===== src/rtl/gemm_drain_pkg.sv =====
// Shared types for the GEMM result drain: FSM state encoding, default
// geometry of a PE row, and the packed type carrying the PE accumulators.
package gemm_drain_pkg;

    localparam int unsigned NUM_PE     = 4;
    localparam int unsigned DATA_WIDTH = 32;
    localparam int unsigned ADDR_WIDTH = 16;

    typedef enum logic [1:0] {
        IDLE = 2'd0,
        SEND = 2'd1,
        DONE = 2'd2
    } drain_state_e;

    // Element 0 sits in the least significant word and is drained first.
    typedef logic signed [NUM_PE-1:0][DATA_WIDTH-1:0] pe_c_t;

endpackage : gemm_drain_pkg


===== src/rtl/gemm_result_drain_if.sv =====
// Valid/ready write port from the result drain towards the result SRAM or
// writeback path. The master drives the word, the slave grants acceptance.
interface gemm_result_drain_if
    import gemm_drain_pkg::*;
#(
    parameter int unsigned AddrWidth = ADDR_WIDTH,
    parameter int unsigned DataWidth = DATA_WIDTH
);

    logic                 wr_valid_o;
    logic                 wr_ready_i;
    logic [AddrWidth-1:0] wr_addr_o;
    logic [DataWidth-1:0] wr_data_o;

    modport master (
        output wr_valid_o,
        output wr_addr_o,
        output wr_data_o,
        input  wr_ready_i
    );

    modport slave (
        input  wr_valid_o,
        input  wr_addr_o,
        input  wr_data_o,
        output wr_ready_i
    );

endinterface : gemm_result_drain_if


===== src/rtl/gemm_result_drain.sv =====
// Snapshots the accumulators of a PE row in one cycle, pulses their clear,
// then streams the captured words one per handshake to a write port with a
// programmable base address and stride. The PEs are free to start the next
// tile as soon as the snapshot is taken.
module gemm_result_drain
    import gemm_drain_pkg::*;
#(
    parameter int unsigned NumPE     = NUM_PE,
    parameter int unsigned DataWidth = DATA_WIDTH,
    parameter int unsigned AddrWidth = ADDR_WIDTH
) (
    input  logic                                    clk_i,
    input  logic                                    rst_i,
    input  logic                                    start_i,
    input  logic        [AddrWidth-1:0]             base_addr_i,
    input  logic        [AddrWidth-1:0]             stride_i,
    input  logic signed [NumPE-1:0][DataWidth-1:0]  pe_c_i,
    output logic                                    acc_clr_o,
    output logic                                    busy_o,
    output logic                                    done_o,
    gemm_result_drain_if.master                     wr
);

    // A single-PE row still needs a one-bit index so the select is legal.
    localparam int unsigned IdxWidth = (NumPE > 1) ? $clog2(NumPE) : 1;
    localparam logic [IdxWidth-1:0] LastIdx = IdxWidth'(NumPE - 1);

    drain_state_e state_r;
    drain_state_e state_nxt_s;

    logic [NumPE-1:0][DataWidth-1:0] buf_r;
    logic [IdxWidth-1:0]             idx_r;
    logic [AddrWidth-1:0]            addr_r;
    logic [AddrWidth-1:0]            stride_r;

    logic acc_clr_r;
    logic busy_r;
    logic done_r;
    logic wr_valid_r;

    logic start_acc_s;
    logic hs_s;
    logic last_s;

    // Qualify the start request and the write handshake from registered state.
    always_comb begin
        start_acc_s = 1'b0;
        hs_s        = 1'b0;
        last_s      = (idx_r == LastIdx);
        if (state_r == IDLE) begin
            start_acc_s = start_i;
        end else if (state_r == SEND) begin
            hs_s = wr.wr_ready_i;
        end else begin
            start_acc_s = 1'b0;
            hs_s        = 1'b0;
        end
    end

    // Next-state decode: start is only honoured in IDLE and never queued.
    always_comb begin
        state_nxt_s = state_r;
        case (state_r)
            IDLE: begin
                if (start_i) begin
                    state_nxt_s = SEND;
                end else begin
                    state_nxt_s = IDLE;
                end
            end
            SEND: begin
                if (hs_s && last_s) begin
                    state_nxt_s = DONE;
                end else begin
                    state_nxt_s = SEND;
                end
            end
            DONE: begin
                state_nxt_s = IDLE;
            end
            default: begin
                state_nxt_s = IDLE;
            end
        endcase
    end

    // FSM state register.
    always_ff @(posedge clk_i or posedge rst_i) begin
        if (rst_i) begin
            state_r <= IDLE;
        end else begin
            state_r <= state_nxt_s;
        end
    end

    // Status outputs registered from the next state so they align with it.
    always_ff @(posedge clk_i or posedge rst_i) begin
        if (rst_i) begin
            acc_clr_r  <= 1'b0;
            busy_r     <= 1'b0;
            done_r     <= 1'b0;
            wr_valid_r <= 1'b0;
        end else begin
            acc_clr_r  <= start_acc_s;
            busy_r     <= (state_nxt_s != IDLE);
            done_r     <= (state_nxt_s == DONE);
            wr_valid_r <= (state_nxt_s == SEND);
        end
    end

    // Snapshot buffer, word index and address accumulator.
    always_ff @(posedge clk_i or posedge rst_i) begin
        if (rst_i) begin
            buf_r    <= '0;
            idx_r    <= '0;
            addr_r   <= '0;
            stride_r <= '0;
        end else if (start_acc_s) begin
            buf_r    <= pe_c_i;
            idx_r    <= '0;
            addr_r   <= base_addr_i;
            stride_r <= stride_i;
        end else if (hs_s) begin
            // Address wraps naturally at the port width.
            addr_r <= addr_r + stride_r;
            // The index parks on the last word so it never selects past the
            // buffer; the next start reloads it anyway.
            if (!last_s) begin
                idx_r <= idx_r + {{(IdxWidth-1){1'b0}}, 1'b1};
            end else begin
                idx_r <= idx_r;
            end
        end else begin
            buf_r    <= buf_r;
            idx_r    <= idx_r;
            addr_r   <= addr_r;
            stride_r <= stride_r;
        end
    end

    assign acc_clr_o     = acc_clr_r;
    assign busy_o        = busy_r;
    assign done_o        = done_r;
    assign wr.wr_valid_o = wr_valid_r;
    assign wr.wr_addr_o  = addr_r;
    assign wr.wr_data_o  = buf_r[idx_r];

endmodule : gemm_result_drain

===== src/flat_wrapper.sv =====
// flat-port wrapper written by rule: the top's interface ports become plain ports
module gemm_result_drain_flat import gemm_drain_pkg::*;
#(
    parameter int unsigned NumPE     = NUM_PE,
    parameter int unsigned DataWidth = DATA_WIDTH,
    parameter int unsigned AddrWidth = ADDR_WIDTH
)
  (clk_i, rst_i, start_i, base_addr_i, stride_i, pe_c_i, acc_clr_o, busy_o, done_o, wr_wr_valid_o, wr_wr_addr_o, wr_wr_data_o, wr_wr_ready_i);
  gemm_result_drain_if #(.AddrWidth(AddrWidth), .DataWidth(DataWidth)) wr_i ();
  input  logic clk_i;
  input  logic rst_i;
  input  logic start_i;
  input  logic        [AddrWidth-1:0] base_addr_i;
  input  logic        [AddrWidth-1:0] stride_i;
  input  logic signed [NumPE-1:0][DataWidth-1:0] pe_c_i;
  output logic acc_clr_o;
  output logic busy_o;
  output logic done_o;
  output wire logic [$bits(wr_i.wr_valid_o)-1:0] wr_wr_valid_o;
  output wire logic [$bits(wr_i.wr_addr_o)-1:0] wr_wr_addr_o;
  output wire logic [$bits(wr_i.wr_data_o)-1:0] wr_wr_data_o;
  input wire logic [$bits(wr_i.wr_ready_i)-1:0] wr_wr_ready_i;
  assign wr_wr_valid_o = wr_i.wr_valid_o;
  assign wr_wr_addr_o = wr_i.wr_addr_o;
  assign wr_wr_data_o = wr_i.wr_data_o;
  assign wr_i.wr_ready_i = wr_wr_ready_i;
  gemm_result_drain #(.NumPE(NumPE), .DataWidth(DataWidth), .AddrWidth(AddrWidth)) u_core (.clk_i(clk_i), .rst_i(rst_i), .start_i(start_i), .base_addr_i(base_addr_i), .stride_i(stride_i), .pe_c_i(pe_c_i), .acc_clr_o(acc_clr_o), .busy_o(busy_o), .done_o(done_o), .wr(wr_i));
endmodule

===== config.mk =====
export PLATFORM = sky130hd
export DESIGN_NAME = gemm_result_drain_flat
export DESIGN_NICKNAME = d
export VERILOG_FILES = /design/src/rtl/gemm_drain_pkg.sv /design/src/rtl/gemm_result_drain_if.sv /design/src/rtl/gemm_result_drain.sv /design/src/flat_wrapper.sv
export SDC_FILE = /design/constraint.sdc
export NUM_CORES = 1
export LEC_CHECK = 0
export BUFFER_PORTS_ARGS = -buffer_cell sky130_fd_sc_hd__buf_4
export CAP_MARGIN = 20
export CORE_ASPECT_RATIO = 0.6
export CORE_MARGIN = 8
export CORE_UTILIZATION = 35
export CTS_CLUSTER_SIZE = 24
export DETAILED_ROUTE_END_ITERATION = 10
export HOLD_SLACK_MARGIN = 0.12
export PLACE_DENSITY_LB_ADDON = 0.12
export REMOVE_ABC_BUFFERS = 1
export SETUP_SLACK_MARGIN = 0.5
export SYNTH_ARGS = -nofsm -noshare
export SYNTH_HDL_FRONTEND = slang
export SYNTH_SLANG_ARGS = --single-unit
export TNS_END_PERCENT = 50

===== constraint.sdc =====
create_clock -name clk_i -period 5.65 [get_ports clk_i]
set_clock_uncertainty 0.2 [all_clocks]
set_input_delay 0.2825 -clock clk_i [delete_from_list [all_inputs] [get_ports clk_i]]
set_output_delay 0.2825 -clock clk_i [all_outputs]
set_load 0.01 [all_outputs]

==> metrics list, run 1 <==
* Result of the run: complete, no violations
* Worst setup slack for register-to-register paths: 2.93 ns
- Data arrival time at the worst-slack endpoint: 2.33 ns
- For this design, the sink count on the clock tree is 168.
- The final layout contains 1385 nets.
* Detailed-route DRC error count: 0
- Final-layout worst hold slack: 0.207 ns
- Leading register cell type out of synthesis: sky130_fd_sc_hd__dfrtp_1
* CP Launch Type: flip-flop
- The first global-routing pass estimated 40500 um of wire.
- Post-synthesis instance total: 846
- The area growth from synthesis to layout is 52.9%.
- Worst ir drop on vdd: 0.000235 V
- The count of final max-slew check failures was 0.
* Number of top-level pins: 216
- Per-instance average area after synthesis: 9.25 sq um
* CTS resizes: 0
- Aggregate global routing overflow: 0
- In this run the tightest slew margin relative to its limit is 32.0%.
- In the final timing run, aggregate negative setup slack is 0 ns.
- Reg-to-reg endpoint: u_core.wr.wr_addr_o[15]
- Die area: 27600 sq um
- Clock-pin slew on the worst setup and hold paths: 0.06 ns
- Clk_lat worst skew: 0.43 ns
- The number of cells on the worst reg-to-reg path is 7.
- The first routing iteration left 462 violations.
* Die X: 209 um
* Global-route usage over all layers: 18.2%
- Setup violations remaining at the end of the flow were counted as 0.
* Detail Route Antenna Nets: 0
* Initial antenna violation count: 1
* Initial core utilization: 35.5%
- At the end of routability-driven placement, the weighted congestion stood at 0.775.
- Endpoints failing hold: 0
- Ratio of cells with drive above 1 in the final layout: 24.7%
* Async set-reset flop share out of synthesis: 100%
* Detailed placement HPWL: 15800 um
- Hold wc startpoint: wr_wr_ready_i
- The floorplan has 42 rows.
- Fraction of the cycle the final worst path needs: 49.9%
- Drt wl/cell: 16.1 um
* Count of cell types in the netlist: 40
- Wires add up to 24200 um.
* Count of yosys warnings during synthesis: 0
- Port buffering added 215 buffers.
- Clock tree from TritonCTS: built
- In this run, synthesis inferred 0 flip-flops with an integrated enable.
- Counting the buffers created by CTS gives 17.
- Overall via count from detail_route: 6914
- Dividing the detail-routed via count by the number of cells gives 4.60.
- Via count of the first global-routing pass: 7504
- The total area inside the core boundary comes to 22000 sq um.
- Critical path type: reg2out
- H-tree levels: 4
- For the pin with the worst max-slew slack, the measured transition is 1.02 ns.
* Max-cap violations: 0
- Critical register-to-register path startpoint: u_core.state_r[1]
- Counting flops and latches in the post-synthesis netlist gives 168.
* CP required: 5.17 ns
- Hold Path Class: in2reg
- Clk Tree Root Cell: sky130_fd_sc_hd__clkbuf_16
- STA classifies the critical path endpoint as a primary output.
* Worst setup path startpoint: u_core.idx_r[0]
* Vertical die dimension: 132 um
- The clock passes through at most 2 buffers.
* Maximum number of pins on one net before global-route repair: 109
- In this run the power density over the cells is 526 nW/um^2.
- The worst path needs 2.82 ns of the cycle, external delays included.
* Proportion of synthesized chip area in sequential cells: 53.7%
- Number of iterations in the first detailed-routing pass: 5
- Setup repair after global routing left no endpoint under its margin.
- For this design the static power due to leakage is 6.03 nW.
- Timing-limited maximum frequency: 0.355 GHz
- Crit path capture: wr_wr_data_o[5]
* Worst Path Max Fanout: 18
- The synthesized netlist occupies a cell area of 7830 sq um.
cell usage in the layout (no fill, tap or decap), types with 3 or more instances in the layout:
cell type	instances
sky130_fd_sc_hd__nand2_1	458
sky130_fd_sc_hd__buf_4	221
sky130_fd_sc_hd__dfrtp_1	166
sky130_fd_sc_hd__dlygate4sd3_1	162
sky130_fd_sc_hd__mux4_2	32
sky130_fd_sc_hd__nor2_1	24
sky130_fd_sc_hd__clkbuf_16	17
sky130_fd_sc_hd__ha_1	16
sky130_fd_sc_hd__a21oi_1	15
sky130_fd_sc_hd__xnor2_1	13
sky130_fd_sc_hd__o21ai_1	8
sky130_fd_sc_hd__nor3_1	7
sky130_fd_sc_hd__o21ai_0	7
sky130_fd_sc_hd__a22oi_1	7
sky130_fd_sc_hd__a31oi_1	6
sky130_fd_sc_hd__a21oi_2	5
sky130_fd_sc_hd__bufinv_16	5
sky130_fd_sc_hd__and2_1	3
sky130_fd_sc_hd__clkinv_2	3
critical path, cell delays in order, from the launching register on:
cell and delay [ns]:
sky130_fd_sc_hd__dfrtp_2 0.71, sky130_fd_sc_hd__buf_4 0.43, sky130_fd_sc_hd__mux4_2 0.59, sky130_fd_sc_hd__buf_4 0.17
cell families after synthesis:
logic type | Yosys count | share of synthesized area (%)
AOI/OAI and AO/OA | 60 | 5.00
xor gates and xnor gates | 13 | 1.46
adders and majority gates | 17 | 2.81
buffers and inverters | 49 | 2.70
DFF | 168 | 53.7
muxes | 33 | 9.34
and+or+nand+nor | 506 | 25.0
state kept, by name, indices dropped and copies added (netlist names):
| register | flops |
|---|---|
| u_core.buf_r | 128 |
| u_core.stride_r | 16 |
| u_core.wr.wr_addr_o | 16 |
| u_core.idx_r | 2 |
| u_core.state_r | 2 |
| u_core.acc_clr_o | 1 |
| u_core.busy_o | 1 |
| u_core.done_o | 1 |
| u_core.wr.wr_valid_o | 1 |
layer usage:
metal,up-vias,track usage [%],share of wire [%]
li1,3447,-,-
met1,3264,26.3,49
met2,181,26.8,44
met3,22,4.30,5.0
met4,0,5.27,1.2
met5,-,0,0
synthesized netlist by cell type (6+ instances only):
cell                       instances  area [sq um]
sky130_fd_sc_hd__xnor2_1          13           114
sky130_fd_sc_hd__ha_1             16           200
sky130_fd_sc_hd__buf_2            22           110
sky130_fd_sc_hd__a21oi_1          15          75.1
sky130_fd_sc_hd__mux4_2           32           721
sky130_fd_sc_hd__nor3_1            7          35.0
sky130_fd_sc_hd__o21ai_1           8          40.0
sky130_fd_sc_hd__a22oi_1           7          52.6
sky130_fd_sc_hd__dfrtp_1         168          4200
sky130_fd_sc_hd__o21ai_0           7          35.0
sky130_fd_sc_hd__nor2_1           24          90.1
sky130_fd_sc_hd__a31oi_1           6          37.5
sky130_fd_sc_hd__clkbuf_1         13          48.8
sky130_fd_sc_hd__buf_1            10          37.5
sky130_fd_sc_hd__nand2_1         459          1720
repair_timing:
action                    in CTS  in global routing
hold buffers                 162                  0
buffers inserted               0                  0
hold endpoints to repair     221                  0
stage by stage:
step	std cells	power [mW]	setup slack [ns]	utilization, %	area (sq um)
finish	1504	6.30	2.83	54.3	12000
global route	1504	6.77	2.66	54.3	12000
CTS	1503	6.36	2.75	54.3	12000
detailed placement	1309	4.93	2.90	44.0	9680
global placement	1309	4.90	2.95	44.0	9680
floorplan	801	3.90	-0.283	-	7630
report_power, final:
part	internal, mW	leakage (nW)	switching [mW]
combinational	1.39	3.63	1.46
clock	0.807	0.316	0.497
sequential	1.77	2.08	0.370
total	3.97	6.03	2.33
worst min path at each step:
stage | to | slack (ns) | depth (start not counted)
2_1_floorplan | u_core.buf_r[0] | 0.19 | 2
3_3_place_gp | u_core.stride_r[14] | 0.20 | 2
3_5_place_dp | u_core.stride_r[14] | 0.20 | 2
4_1_cts | u_core.wr.wr_addr_o[6] | 0.18 | 6
5_1_grt | u_core.wr.wr_addr_o[6] | 0.25 | 6
6_report | u_core.wr.wr_addr_o[6] | 0.21 | 6
final cells by class:
type | count | area [sq um]
Fill cell | 1945 | 10100
Sequential cell | 168 | 4210
Multi-Input combinational cell | 629 | 3420
Timing Repair Buffer | 384 | 3300
Clock buffer | 20 | 457
Tap cell | 286 | 358
Clock inverter | 12 | 198
Inverter | 4 | 22.5
Antenna cell | 1 | 2.50
Power figures use the tool's default switching activity.
==> run 2: changes to the inputs <==
- clock period: 5.65 -> 2.5 ns (I/O delays scaled with it)
==> run 2 against run 1 <==
- setup slack worse by 2.5 ns
- clock-buffer cell count up 4
- sequential power up 120%
==> metrics list, run 2 (same netlist as run 1, synthesis figures left out) <==
- Worst ir drop on vdd: 0.000607 V
- Final wirelength: 24800 um
- Number of violations reported at the end of detailed-routing iteration 0: 411
- The first global-routing pass estimated 40600 um of wire.
* Setup violation total in the final timing report: 0
- Compared with the post-synthesis result, the final layout area differs by 61.0%.
- Of the available clock period, the critical path in the final layout requires 86.8%.
- Number of flip-flops under the largest register name: 128
- Grouping stages by cell kind, the critical path spends the most delay in compound AO/OA/AOI/OAI gates.
* Overall power consumption: 15.3 mW
* Maximum number of pins on one net before global-route repair: 108
* Endpoints failing hold: 0
- Row generation in the floorplan step produced 42 rows.
* Leakage power: 6.30 nW
- Maximum single-stage delay on the critical path: 0.41 ns
- Power per standard cell area: 1220 nW/um^2
- In this run the tool buffered the top-level ports with 215 buffer cells.
* Timing-limited maximum frequency: 0.461 GHz
* Vertical die dimension: 132 um
* Clock buffer count from CTS: 17
- The critical path is of the reg2reg type.
- STA classifies the critical path startpoint as a flip-flop.
- Detailed routing inserted a total of 7047 vias.
- Max-cap violations: 0
* Data arrival time at the worst-slack endpoint: 2.32 ns
- Final critical delay including setup and external delays: 2.17 ns
- Ratio of cells with drive above 1 in the final layout: 27.8%
- The floorplan step defined a die boundary enclosing 27600 sq um.
- Once detail routing completed, the nets flagged for antenna violations numbered 0.
- Detailed-route DRC error count: 0
- H-tree levels: 4
- The library cell used most frequently in the layout, excluding fill and tap cells, is sky130_fd_sc_hd__nand2_1.
* Hold Path Class: in2async
- Drt wl/cell: 16.1 um
- The via count of the first global-routing pass came to 7386.
- The initial antenna violation count is 0.
- Setup slack after layout: 0.330 ns
* Non-filler cells, final: 1540
- After floorplanning, the core was sized to cover 22000 sq um.
* Detailed placement HPWL: 15800 um
* Pins Over Slew Limit: 0
- Number of iterations in the first detailed-routing pass: 5
- Hold is met by 0.135 ns.
- Clock-pin slew was measured on the worst setup and hold paths at 0.06 ns.
- CP max-delay cell: sky130_fd_sc_hd__dfrtp_1
* Sink Count: 168
* Result of the run: complete, no violations
- Final total negative setup slack: 0 ns
* Cell Chain, Critical Path: buf_4, fa_2, a21oi_4, buf_6, o21ai_0, a21oi_1, xnor2_1, nand2_1, a21oi_2
- Crit. End Element: flip-flop
* Setup repair after global routing missed its margin: yes
* Final antenna diode count: 0
* Aggregate global routing overflow: 0
- Slew HR: 55.7%
* Global-route usage over all layers: 18.2%
* Most frequent cells in the layout: sky130_fd_sc_hd__nand2_1 (458), sky130_fd_sc_hd__buf_4 (229), sky130_fd_sc_hd__dfrtp_1 (166), sky130_fd_sc_hd__dlygate4sd3_1 (163), sky130_fd_sc_hd__mux4_2 (32)
- Most flop-heavy register: u_core.buf_r
- Worst Tran Pin Value: 0.662 ns
- After detailed routing, the number of vias per cell comes to 4.58.
- Placed Cells incl. Taps: 1324
- The clock passes through at most 2 buffers.
* Pre-CTS setup slack: 0.107 ns
- Clock latency on the worst-skew pair, taken at its later pin, is 0.43 ns.
* Routability cong.: 0.846
- For the worst setup path, the data required time is 2.65 ns.
- Worst Path Max Fanout: 3
- The floorplan step set the die width to 209 um.
* Buf+Inv Stages, Crit Path: 2
- The initial utilization of the core area, before any placement, comes to 35.5%.
* Number of nets at the end of the flow: 1423
- Number of top-level pins: 216
- Clock tree from TritonCTS: built
- CTS placed an instance of sky130_fd_sc_hd__clkbuf_16 at the clock tree root.
==> run 2: cell types whose count changed in the layout (fill, tap and decap cells not counted), moves of 2 or more <==
cell                        change
sky130_fd_sc_hd__ha_2           +4
sky130_fd_sc_hd__buf_12         +9
sky130_fd_sc_hd__clkinv_4       -2
sky130_fd_sc_hd__clkbuf_16      +2
sky130_fd_sc_hd__ha_1           -8
sky130_fd_sc_hd__clkinv_2       -2
sky130_fd_sc_hd__a21oi_4        +2
sky130_fd_sc_hd__clkbuf_8       +3
sky130_fd_sc_hd__ha_4           +4
sky130_fd_sc_hd__buf_6         +18
sky130_fd_sc_hd__buf_4          +8
==> run 2: per-stage QoR <==
stage / utilization (%) / cell area (sq um)
final: 57.2 / 12600
after global routing: 57.2 / 12600
after CTS: 56.3 / 12400
after detailed placement: 44.8 / 9870
after global placement: 44.8 / 9870
after floorplan: - / 7630
==> run 2: what timing repair did <==
item | in CTS | in global routing
pin swaps | 13 | 9
resized for setup | 22 | 20
setup endpoints to repair | 43 | 43
hold buffers | 163 | 0
endpoints found under the hold margin | 334 | 0
setup buffers | 13 | 6
gates cloned | 0 | 3
==> run 2: cell type report <==
type | instances | area (sq um)
clock inverter | 7 | 163
multi-input combinational | 629 | 3540
clock buffer | 24 | 502
tap | 286 | 358
sequential | 168 | 4210
timing repair buffer | 422 | 3800
fill | 1884 | 9420
inverter | 4 | 22.5
==> run 2: routing by layer <==
metal | up-vias | wire (um) | part of all wire (%) | global-route usage (%)
met2 | 164 | 10900 | 44 | 26.6
li1 | 3530 | - | - | -
met4 | 0 | 174 | 0.70 | 3.74
met1 | 3337 | 12400 | 50 | 26.3
met5 | - | 0 | 0 | 0
met3 | 16 | 1370 | 5.5 | 5.32
==> run 2: path summary, 6_finish.rpt <==
check	from	end	slack, ns	depth (start not counted)
max in group asynchronous	rst_i	u_core.idx_r[1]	1.28	4
worst min-delay path	rst_i	u_core.stride_r[11]	0.13	3
worst min register to register	u_core.buf_r[107]	u_core.buf_r[107]	0.27	2
worst max-delay path	u_core.wr.wr_addr_o[1]	u_core.wr.wr_addr_o[6]	0.33	9
min in group clk_i	pe_c_i[53]	u_core.buf_r[53]	0.22	4
worst max register to register	u_core.wr.wr_addr_o[1]	u_core.wr.wr_addr_o[6]	0.33	9
==> run 2: tightest hold or removal path, stage by stage <==
cell	delay, ns
sky130_fd_sc_hd__dlygate4sd3_1	0.54
sky130_fd_sc_hd__buf_4	0.15
sky130_fd_sc_hd__inv_6	0.41
==> run 2: power by group <==
part | switching [mW] | internal, mW
registers | 0.730 | 4.00
clock network | 1.08 | 1.90
logic | 3.72 | 3.92
==> run 3: changes to the inputs <==
- ABC_AREA: unset -> 1
==> run 3 against run 2 <==
- sequential power is 4% higher
- critical endpoint is now wr_wr_data_o[25]
- wire length is 24% higher
- maximum frequency is 5.2% higher
- combinational power is 20% higher
- largest power group unchanged
- highest routed layer unchanged
- global-route usage increased by 1.8 points
- critical path type is now reg2out
==> metrics list, run 3 <==
- Per-instance average area after synthesis: 7.44 sq um
- Sequential cells burn 29.4% of the power.
- Clk Tree Root Cell: sky130_fd_sc_hd__clkbuf_16
* Clk_lat worst skew: 0.43 ns
- The portion of synthesized area spent on multiplexers is 0%.
- The first global-routing pass estimated 45200 um of wire.
- The first detailed-routing pass took 5 iterations.
- u_core.buf_r holds more flip-flops than any other register.
- For the worst flop-to-flop path, the logic depth is 12.
- Clock power frac: 15.9%
- Drt wl/cell: 17.0 um
- Final critical delay including setup and external delays: 2.06 ns
* Detailed-route DRC error count: 0
- Setup slack after layout: 0.437 ns
- Ratio of routed vias to standard cells: 4.68
* Number of top-level pins: 216
* Crit. End Element: primary output
* Commonest non-fill, non-tap cell in the layout: sky130_fd_sc_hd__nand2_1
- Cells fill 57.5% of the core in the end.
- Overall via count from detail_route: 8450
* Global-route usage over all layers: 20.0%
- The synthesized design contains 0 enable-type register cells.
- After synthesis, the cell types taking the most area are sky130_fd_sc_hd__dfrtp_1 (51%), sky130_fd_sc_hd__nand2_1 (25%), sky130_fd_sc_hd__o21ai_0 (5.0%).
* CP required: 2.17 ns
- Fraction of the cycle the final worst path needs: 82.5%
- Along the worst path, the maximum fanout reaches 9.
- Row Count: 43
- The die is 134 um tall.
- Number of nets at the end of the flow: 1656
- Die X: 213 um
* Combinational cell fraction of total power: 54.8%
- Initial core utilization: 35.5%
- Pins Over Slew Limit: 0
- In this run, the number of DRC markers left after iteration 0 of detailed routing was 615.
- Setup repair after global routing missed its margin: yes
- Commonest cells post-synth: sky130_fd_sc_hd__nand2_1 (548), sky130_fd_sc_hd__dfrtp_1 (168), sky130_fd_sc_hd__nor2_1 (84)
- The die covers 28700 sq um.
- Final-layout worst hold slack: 0.181 ns
- Routability cong.: 0.845
* CP Launch Type: flip-flop
* Switching power summed over all nets: 7.12 mW
- Buffers placed on the I/O ports in this run total 215.
* Worst setup slack for register-to-register paths: 0.47 ns
- The number of different library cells used by synthesis comes to 26.
* Detail Route Antenna Nets: 0
* Sink Count: 168
* Most frequent cells in the layout: sky130_fd_sc_hd__nand2_1 (541), sky130_fd_sc_hd__buf_4 (223), sky130_fd_sc_hd__dfrtp_1 (166), sky130_fd_sc_hd__dlygate4sd3_1 (163), sky130_fd_sc_hd__nor2_1 (70)
- At the placement stage, the worst setup path has a slack of 0.336 ns.
- Summing the areas of all compound-gate instances in the mapped netlist gives 8.46% of the synthesized area.
- For this design the ratio of total power to cell area is 1260 nW/um^2.
- Data arrival time at the worst-slack endpoint: 1.74 ns
* Post-synthesis to final-layout area growth: 62.0%
* Proportion of synthesized chip area in sequential cells: 51.4%
- For the pin with the worst max-slew slack, the measured transition is 0.673 ns.
- Synthesis inferred 168 register bits.
- Summed over all nets, the half-perimeter wirelength after detailed placement is 17800 um.
- In the final layout, the share of cells above drive strength 1 is 23.9%.
* Leading cell type by number of instances after synthesis: sky130_fd_sc_hd__nand2_1
- Endpoints failing hold: 0
- Clock buffer count from CTS: 17
* Maximum number of pins on one net before global-route repair: 152
- Combinational family with the most area after synthesis: simple AND/OR/NAND/NOR gates
- For this block, the routed nets add up to 30700 um of wire.
- Post-synthesis simple-gate area fraction: 31.3%
- Setup violation total in the final timing report: 0
- Clock tree from TritonCTS: built
- Result of the run: complete, no violations
- Measured against its own limit, the worst slew margin works out to 55.1%.
- Overall power consumption: 16.7 mW
* Max-cap violations: 0
- H-tree levels: 4
- The initial antenna violation count was 3.
* Timing-limited maximum frequency: 0.485 GHz
- After clock tree synthesis, the clock-pin slew on the worst setup and hold paths is 0.06 ns.
* Synthesized-area fraction occupied by xor and xnor cells: 0.643%
- The register with the most flip-flops in the layout has 128 of them.
- Net switching is 42.5% of the power.
- The cell count after synthesis came out at 1098.
- The analysis attributes to cell leakage a power of 6.84 nW.
* Post-synthesis adder-cell area fraction: 2.69%
- In this run the deepest clock path goes through 2 buffers.
- Of all cell types, the one taking the most synthesized area is sky130_fd_sc_hd__dfrtp_1.
* Hold Path Class: in2async
- Area of the core: 23000 sq um
- VDD sags by at most 0.000607 V.
- Critical path type: reg2out
- The cell area that synthesis handed to floorplanning was 8170 sq um.
- The share of synthesized area in the top cell type comes to 51.4%.
- Yosys printed 0 warnings.
- The total overflow left after global routing is 0.
- Cell internal power was estimated by the tool at 9.62 mW.
- Via count of the first global-routing pass: 8202
- After synthesis, the share of flip-flops with an asynchronous set or reset is 100%.
- Among all flip-flop cells after synthesis, the most frequent one is sky130_fd_sc_hd__dfrtp_1.
## run 3: changes by cell type in the layout (fill, tap and decap cells not counted), moves of 8 or more
cell / previous run / this run
sky130_fd_sc_hd__inv_1: 2 / 52
sky130_fd_sc_hd__o21ai_2: 1 / 10
sky130_fd_sc_hd__nand2_1: 458 / 541
sky130_fd_sc_hd__buf_6: 18 / 7
sky130_fd_sc_hd__nor2_4: 0 / 10
sky130_fd_sc_hd__nand3_1: 2 / 18
sky130_fd_sc_hd__o21ai_0: 7 / 44
sky130_fd_sc_hd__mux4_2: 32 / 0
sky130_fd_sc_hd__o21ai_1: 7 / 26
sky130_fd_sc_hd__a21oi_1: 14 / 5
sky130_fd_sc_hd__nor2_1: 24 / 70
sky130_fd_sc_hd__xnor2_1: 12 / 3
sky130_fd_sc_hd__o22ai_1: 0 / 22
sky130_fd_sc_hd__o22ai_2: 0 / 8
## run 3: through the flow
stage               area, sq um  TNS [ns]  instances
floorplan                  7940   -942.74       1042
global placement          10200         0       1588
detailed placement        10200         0       1588
CTS                       12500         0       1788
global route              13200         0       1805
finish                    13200         0       1806
## run 3: path summary, 6_finish.rpt
| path | start | to |
|---|---|---|
| hold reg to reg | u_core.buf_r[54] | u_core.buf_r[54] |
| setup / recovery | u_core.idx_r[0] | wr_wr_data_o[25] |
| max in group asynchronous | rst_i | u_core.buf_r[50] |
| min in group clk_i | stride_i[3] | u_core.stride_r[3] |
| hold / removal | rst_i | u_core.wr.wr_addr_o[8] |
| setup reg to reg | u_core.wr.wr_addr_o[0] | u_core.wr.wr_addr_o[10] |
## run 3: layer usage
layer | GRT usage [%] | up-vias | routed length (um)
li1 | - | 4199 | -
met1 | 28.7 | 3998 | 14900
met2 | 29.2 | 232 | 13400
met3 | 6.17 | 21 | 2170
met4 | 3.91 | 0 | 241
met5 | 0 | - | 0
## run 3: logic make-up after synthesis
logic type,count (synthesis)
AO/OA/AOI/OAI,129
XOR/XNOR,6
adder cells (fa/ha/maj),17
buffers and inverters,113
flip-flops,168
AND/OR/NAND/NOR,665
## run 3: timing repair
item,4_1_cts,5_1_grt
setup buffers,3,5
hold endpoints to repair,335,0
endpoints found under the setup margin,38,79
hold buffers,163,0
resized for setup,9,136
pin swaps,1,23
cloned,3,9
## run 3: layout make-up
type,count,area [sq um]
Sequential cell,168,4210
Fill cell,2129,9780
Clock buffer,24,492
Inverter,57,236
Timing Repair inverter,1,11.3
Multi-Input combinational cell,817,3960
Timing Repair Buffer,413,3840
Antenna cell,4,10.0
Tap cell,315,394
Clock inverter,7,92.6
## run 3: power groups by stage
| stage | Clock [mW] | Sequential [mW] | Combinational [mW] |
|---|---|---|---|
| floorplan | 0 | 4.75 | 4.31 |
| finish | 2.66 | 4.92 | 9.16 |
| global placement | 0 | 4.73 | 7.23 |
| detailed placement | 0 | 4.73 | 7.31 |
| CTS | 2.73 | 4.74 | 7.78 |
| global route | 2.84 | 5.07 | 10.1 |
## run 3: critical path: stages (launching register included)
cell and delay, ns:
sky130_fd_sc_hd__dfrtp_4 0.55, sky130_fd_sc_hd__buf_12 0.18, sky130_fd_sc_hd__buf_16 0.16, sky130_fd_sc_hd__o21ai_0 0.16, sky130_fd_sc_hd__o22ai_1 0.11, sky130_fd_sc_hd__buf_4 0.15
